[src/rtl/pipe_pkg.sv]
// Shared definitions for the EX/MEM pipeline stage: default field widths,
// the EX->MEM bundle layout and the skid-buffer occupancy encoding.
package pipe_pkg;

  localparam int DATA_W     = 32;
  localparam int WB_W       = 2;
  localparam int M_W        = 3;
  localparam int STATUS_W   = 8;
  localparam int REG_ADDR_W = 5;

  // Field order here is the bit order used for the flattened payload.
  typedef struct packed {
    logic [WB_W-1:0]       wb;
    logic [M_W-1:0]        m;
    logic [STATUS_W-1:0]   alu_status;
    logic [DATA_W-1:0]     alu_result;
    logic [DATA_W-1:0]     write_data;
    logic [REG_ADDR_W-1:0] rd_addr;
  } ex_mem_bundle_t;

  // Occupancy encoded as {main_valid, skid_valid}; 2'b01 never occurs.
  typedef enum logic [1:0] {
    SKID_EMPTY = 2'b00,
    SKID_ONE   = 2'b10,
    SKID_FULL  = 2'b11
  } skid_state_t;

endpackage

[src/rtl/pipe_skid_buf.sv]
// Generic 2-entry skid buffer (main + skid register) with flush.
// in_ready comes straight from a flop, so there is no combinational path
// from out_ready back to the producer. Masked payload bits are cleared in
// the main register when it empties (BUBBLE_CLR_MASK) or on flush
// (FLUSH_CLR_MASK); all other payload bits hold.
module pipe_skid_buf
  import pipe_pkg::*;
#(
  parameter int               PAY_W           = 8,
  parameter logic [PAY_W-1:0] BUBBLE_CLR_MASK = '0,
  parameter logic [PAY_W-1:0] FLUSH_CLR_MASK  = '0
) (
  input  logic             clk,
  input  logic             rst,
  input  logic             flush,
  input  logic             in_valid,
  output logic             in_ready,
  input  logic [PAY_W-1:0] in_data,
  output logic             out_valid,
  input  logic             out_ready,
  output logic [PAY_W-1:0] out_data
);

  skid_state_t      state_reg;
  logic [PAY_W-1:0] main_reg;
  logic [PAY_W-1:0] skid_reg;
  logic             accept;
  logic             drain;

  assign in_ready  = ~state_reg[0];
  assign out_valid = state_reg[1];
  assign out_data  = main_reg;
  assign accept    = in_valid & ~state_reg[0];
  assign drain     = state_reg[1] & out_ready;

  // Occupancy FSM and storage; reset beats flush, flush beats accept/drain.
  always_ff @(posedge clk) begin
    if (rst) begin
      state_reg <= SKID_EMPTY;
      main_reg  <= '0;
      skid_reg  <= '0;
    end else if (flush) begin
      state_reg <= SKID_EMPTY;
      main_reg  <= main_reg & ~FLUSH_CLR_MASK;
    end else begin
      case (state_reg)
        SKID_EMPTY: begin
          if (accept) begin
            main_reg  <= in_data;
            state_reg <= SKID_ONE;
          end
        end
        SKID_ONE: begin
          if (accept && drain) begin
            main_reg <= in_data;
          end else if (drain) begin
            main_reg  <= main_reg & ~BUBBLE_CLR_MASK;
            state_reg <= SKID_EMPTY;
          end else if (accept) begin
            skid_reg  <= in_data;
            state_reg <= SKID_FULL;
          end
        end
        SKID_FULL: begin
          if (drain) begin
            main_reg  <= skid_reg;
            state_reg <= SKID_ONE;
          end
        end
        default: state_reg <= SKID_EMPTY;
      endcase
    end
  end

endmodule

[src/rtl/ex_mem_skid_stage.sv]
// EX/MEM pipeline stage built on a 2-entry skid buffer.
// WB/M control fields read 0 whenever the stage holds no bundle; a flush
// additionally clears ALU status and destination register while the ALU
// result and store data hold. Reset clears everything.
// Optional macro EX_MEM_PERF_CNT_EN adds stall_cnt / flush_cnt outputs.
module ex_mem_skid_stage
  import pipe_pkg::*;
#(
  parameter int DATA_W     = pipe_pkg::DATA_W,
  parameter int WB_W       = pipe_pkg::WB_W,
  parameter int M_W        = pipe_pkg::M_W,
  parameter int STATUS_W   = pipe_pkg::STATUS_W,
  parameter int REG_ADDR_W = pipe_pkg::REG_ADDR_W
) (
  input  logic                  clk,
  input  logic                  rst,
  input  logic                  in_valid,
  output logic                  in_ready,
  input  logic [WB_W-1:0]       in_wb,
  input  logic [M_W-1:0]        in_m,
  input  logic [STATUS_W-1:0]   in_alu_status,
  input  logic [DATA_W-1:0]     in_alu_result,
  input  logic [DATA_W-1:0]     in_write_data,
  input  logic [REG_ADDR_W-1:0] in_rd_addr,
  input  logic                  flush,
  output logic                  out_valid,
  input  logic                  out_ready,
  output logic [WB_W-1:0]       out_wb,
  output logic [M_W-1:0]        out_m,
  output logic [STATUS_W-1:0]   out_alu_status,
  output logic [DATA_W-1:0]     out_alu_result,
  output logic [DATA_W-1:0]     out_write_data,
`ifdef EX_MEM_PERF_CNT_EN
  output logic [REG_ADDR_W-1:0] out_rd_addr,
  output logic [31:0]           stall_cnt,
  output logic [31:0]           flush_cnt
`else
  output logic [REG_ADDR_W-1:0] out_rd_addr
`endif
);

  localparam int PAY_W = WB_W + M_W + STATUS_W + 2 * DATA_W + REG_ADDR_W;

  // Payload layout {wb, m, alu_status, alu_result, write_data, rd_addr}.
  localparam logic [PAY_W-1:0] BUBBLE_MASK =
    {{(WB_W + M_W){1'b1}}, {(STATUS_W + 2 * DATA_W + REG_ADDR_W){1'b0}}};
  localparam logic [PAY_W-1:0] FLUSH_MASK =
    {{(WB_W + M_W + STATUS_W){1'b1}}, {(2 * DATA_W){1'b0}}, {REG_ADDR_W{1'b1}}};

  logic [PAY_W-1:0] in_payload;
  logic [PAY_W-1:0] out_payload;

  assign in_payload = {in_wb, in_m, in_alu_status, in_alu_result,
                       in_write_data, in_rd_addr};
  assign {out_wb, out_m, out_alu_status, out_alu_result,
          out_write_data, out_rd_addr} = out_payload;

  pipe_skid_buf #(
    .PAY_W          (PAY_W),
    .BUBBLE_CLR_MASK(BUBBLE_MASK),
    .FLUSH_CLR_MASK (FLUSH_MASK)
  ) u_skid (
    .clk      (clk),
    .rst      (rst),
    .flush    (flush),
    .in_valid (in_valid),
    .in_ready (in_ready),
    .in_data  (in_payload),
    .out_valid(out_valid),
    .out_ready(out_ready),
    .out_data (out_payload)
  );

`ifdef EX_MEM_PERF_CNT_EN
  // Count MEM-side stall cycles and flushes that discard a live bundle.
  always_ff @(posedge clk) begin
    if (rst) begin
      stall_cnt <= '0;
      flush_cnt <= '0;
    end else begin
      if (out_valid && !out_ready) stall_cnt <= stall_cnt + 32'd1;
      if (flush && out_valid)      flush_cnt <= flush_cnt + 32'd1;
    end
  end
`endif

endmodule

[config.mk]
export PLATFORM = sky130hd
export DESIGN_NAME = ex_mem_skid_stage
export DESIGN_NICKNAME = d
export VERILOG_FILES = /design/src/rtl/pipe_pkg.sv /design/src/rtl/pipe_skid_buf.sv /design/src/rtl/ex_mem_skid_stage.sv
export SDC_FILE = /design/constraint.sdc
export NUM_CORES = 1
export LEC_CHECK = 0
export ABC_AREA = 0
export CORE_ASPECT_RATIO = 0.5
export CORE_MARGIN = 2
export CORE_UTILIZATION = 50
export CTS_BUF_LIST = sky130_fd_sc_hd__clkbuf_8
export CTS_CLUSTER_DIAMETER = 30
export CTS_CLUSTER_SIZE = 28
export DETAILED_ROUTE_END_ITERATION = 8
export GPL_TIMING_DRIVEN = 0
export PLACE_DENSITY = 0.81
export SLEW_MARGIN = 40
export SYNTH_ARGS = -nofsm -noshare
export SYNTH_HDL_FRONTEND = slang
export SYNTH_HIERARCHICAL = 1
export SYNTH_SLANG_ARGS = --single-unit
[constraint.sdc]
create_clock -name clk -period 2.75 [get_ports clk]
set_clock_uncertainty 0.05 [all_clocks]
set_input_delay 0.275 -clock clk [delete_from_list [all_inputs] [get_ports clk]]
set_output_delay 0.275 -clock clk [all_outputs]
set_load 0.02 [all_outputs]
==> results.yml <==
synthesis:
  synth_nets: 861
  synth_cells: 770
  synthTopCellsByCount: "a21oi_1, nand2_1, dfxtp_1"
  yosysWarnings: 6
  syn_avg_cell_area_um2: 8.770
  synth_seq_cells: 166
  synthTopCellsByArea: "dfxtp_1, a21oi_1, nand2_1"
  synth.yosys.seq_area_share: 0.4921
  synthArstFlopShare: 0
  synth_edf_count: 0
  synth_top_area_cell: "dfxtp_1"
  yosys.area.top_type_share: 0.4921
  synthFlopType: "dfxtp_1"
  synth_area_um2: 6753
  synth_cell_types: 32
floorplan:
  num_io_pins: 171
  dieHeight_um: 86.18
  die_area_um2: 14510
  coreArea_um2: 12920
  row_count: 29
  die_w_um: 168.4
  start_util: 0.5228
final_layout:
  syn_to_final_growth_pct: 34.20
  final_nets: 1050
  multi_input_area_um2: 3043
  drive_above_1_share: 0.1101
  ff_latch_area_um2: 3323
  n_fill_cell: 1012
grt:
  antenna_found_initial: 1
  met2_usage: 0.4370
  use_met1: 0.3673
  grt_use_total: 0.2685
  grt_max_degree: 17
  grt_pass1_vias: 6190
  grt_pass1_wl_um: 31150
  top_usage_layer: "met2"
  grt.overflow.total: 0
  grt.met3_usage: 0.04475
clocking:
  cts-buffers-inserted: 17
  cts_root_buffer: "clkbuf_8"
  numClockSinks: 166
  max-clock-path-buffers: 2
  clk_pin_slew_ns: 0.10
  clock_latency_ns: 0.44
  ctsHoldBuffers: 0
  h-tree-depth: 4
  cts.repair.resized: 0
  cts_tree: "yes"
  cts_setup_buffers: 0
placed_design:
  portBuffers: 170
  pre_cts_slack_ns: 0.1876
  globalplace.congestion: 0.8286
  dp_hpwl_um: 13730
drt:
  drtIter0Drc: 615
  dr.pass1.iters: 6
  wl_per_cell_um: 17.07
  routed_via_density: 5.786
  drc: 0
  totalWireLength_um: 19520
  dr_total_vias: 6613
  ant_nets: 0
worst_setup_path:
  rrSetupSlack_ns: 0.20
  regToRegEndpoint: "u_skid/skid_reg[73]$_SDFFE_PP0P_"
  required_ns: 3.00
  cpMostUsedCell: "buf_2"
  cpMaxStageDelayCell: "dfxtp_1"
  r2r-start: "u_skid/state_reg[1]$_SDFFE_PP0P_"
  critPathLaunchType: "register"
  crit_chain: "ha_1 > buf_2 > a21bo_2 > or3_1 > clkbuf_1 > buf_2 > nand2_1 > a21oi_1"
  critPathKind: "register to register"
  reg2reg_depth: 8
  slowest_delay_ns: 0.56
  end_kind: "register"
  arrival_ns: 2.80
  crit_path_max_fanout: 11
power:
  ir_worst_vdd_mv: 0.3157
  power_density_nw_per_um2: 602.9
  p_leak_nw: 3.195
timing:
  slew_headroom: 0.4980
  finalHoldViolations: 0
  slew_viol_final: 0
  setup_viol: 0
  setup_tns_ns: 0
  rsz0062_at_grt: "no"
  fin_crit_sh: 0.9260
  min_period_ns: 2.547
  fin_ws_ns: 0.2034
  worst_slew_pin_slew_ns: 0.7530
  fmax_ghz: 0.3927
outcome:
  status: "complete, no violations"
worst_hold_path:
  hp-start: "in_alu_result[7]"
  hold_end: "u_skid/skid_reg[44]$_SDFFE_PP0P_"
  holdPathStages: 3
  hold_path.class: "primary input to register"
run:
  maxCapViolCount: 0
[cell usage in the layout (no fill, tap or decap), drive strengths merged, types with 2 or more instances in the layout]
cell type / instances
clkdlybuf4s50: 170
a21boi: 2
inv: 12
ha: 4
clkinvlp: 2
buf: 48
a22oi: 82
a211oi: 78
clkinv: 3
a21oi: 167
clkbuf: 48
nand2: 167
dfxtp: 166
and2: 2
o21ai: 5
[routing by layer]
metal  share of wire  vias up
met2            0.47      288
met1            0.44     3129
met3           0.070       33
met5               0        -
li1                -     3163
met4           0.021        0
[critical path, delay by kind of cell, from the launching register on]
| family | cells | cell delay (ns) |
|---|---|---|
| AOI/OAI and AO/OA | 2 | 0.35 |
| adders and majority gates | 1 | 0.21 |
| buffers and inverters | 3 | 0.85 |
| DFF | 1 | 0.56 |
| and+or+nand+nor | 2 | 0.40 |
[through the flow]
stage / utilization / hold slack [ns] / area, µm² / total power, mW / std cells
floorplan: - / 0.3610 / 6753 / 3.263 / 770
global placement: 0.6710 / 0.3915 / 8667 / 3.755 / 1110
detailed placement: 0.6714 / 0.3969 / 8673 / 3.776 / 1110
CTS: 0.7014 / 0.3301 / 9060 / 5.481 / 1142
global route: 0.7016 / 0.3291 / 9062 / 5.682 / 1143
finish: 0.7016 / 0.3457 / 9062 / 5.463 / 1143
[layout make-up]
class / instances / share of cell area
tap: 170 / 0.02347
buffer: 78 / 0.04170
sequential: 166 / 0.3667
clock buffer: 18 / 0.02734
antenna: 1 / 0.0002761
multi-input combinational: 522 / 0.3358
timing repair buffer: 170 / 0.1878
inverter: 4 / 0.001657
clock inverter: 14 / 0.01533
[power breakdown]
group,switching (mW),internal [mW]
Combinational,0.611,0.513
Clock,0.960,0.768
Sequential,0.0765,2.53
[worst max path at each step]
stage / slack (ns) / cells past startpoint / to / startpoint
final: 0.20 / 8 / u_skid/skid_reg[73]$_SDFFE_PP0P_ / u_skid/state_reg[1]$_SDFFE_PP0P_
after floorplan: 0.62 / 8 / u_skid/skid_reg[10]$_SDFFE_PP0P_ / u_skid/state_reg[1]$_SDFFE_PP0P_
after global placement: 0.19 / 7 / u_skid/skid_reg[73]$_SDFFE_PP0P_ / u_skid/state_reg[1]$_SDFFE_PP0P_
after detailed placement: 0.19 / 6 / u_skid/out_data[47]$_SDFFE_PP0P_ / out_ready
after CTS: 0.25 / 8 / u_skid/skid_reg[80]$_SDFFE_PP0P_ / u_skid/state_reg[1]$_SDFFE_PP0P_
after global routing: 0.06 / 9 / u_skid/skid_reg[69]$_SDFFE_PP0P_ / u_skid/state_reg[0]$_SDFFE_PP0P_
[logic make-up after synthesis]
| group | synth area share |
|---|---|
| muxes | 0.003335 |
| DFF | 0.4921 |
| xor gates and xnor gates | 0.001297 |
| adders and majority gates | 0.007412 |
| and+or+nand+nor | 0.1017 |
| AOI/OAI and AO/OA | 0.3359 |
| buffers and inverters | 0.05818 |
Power figures use the tool's default switching activity.
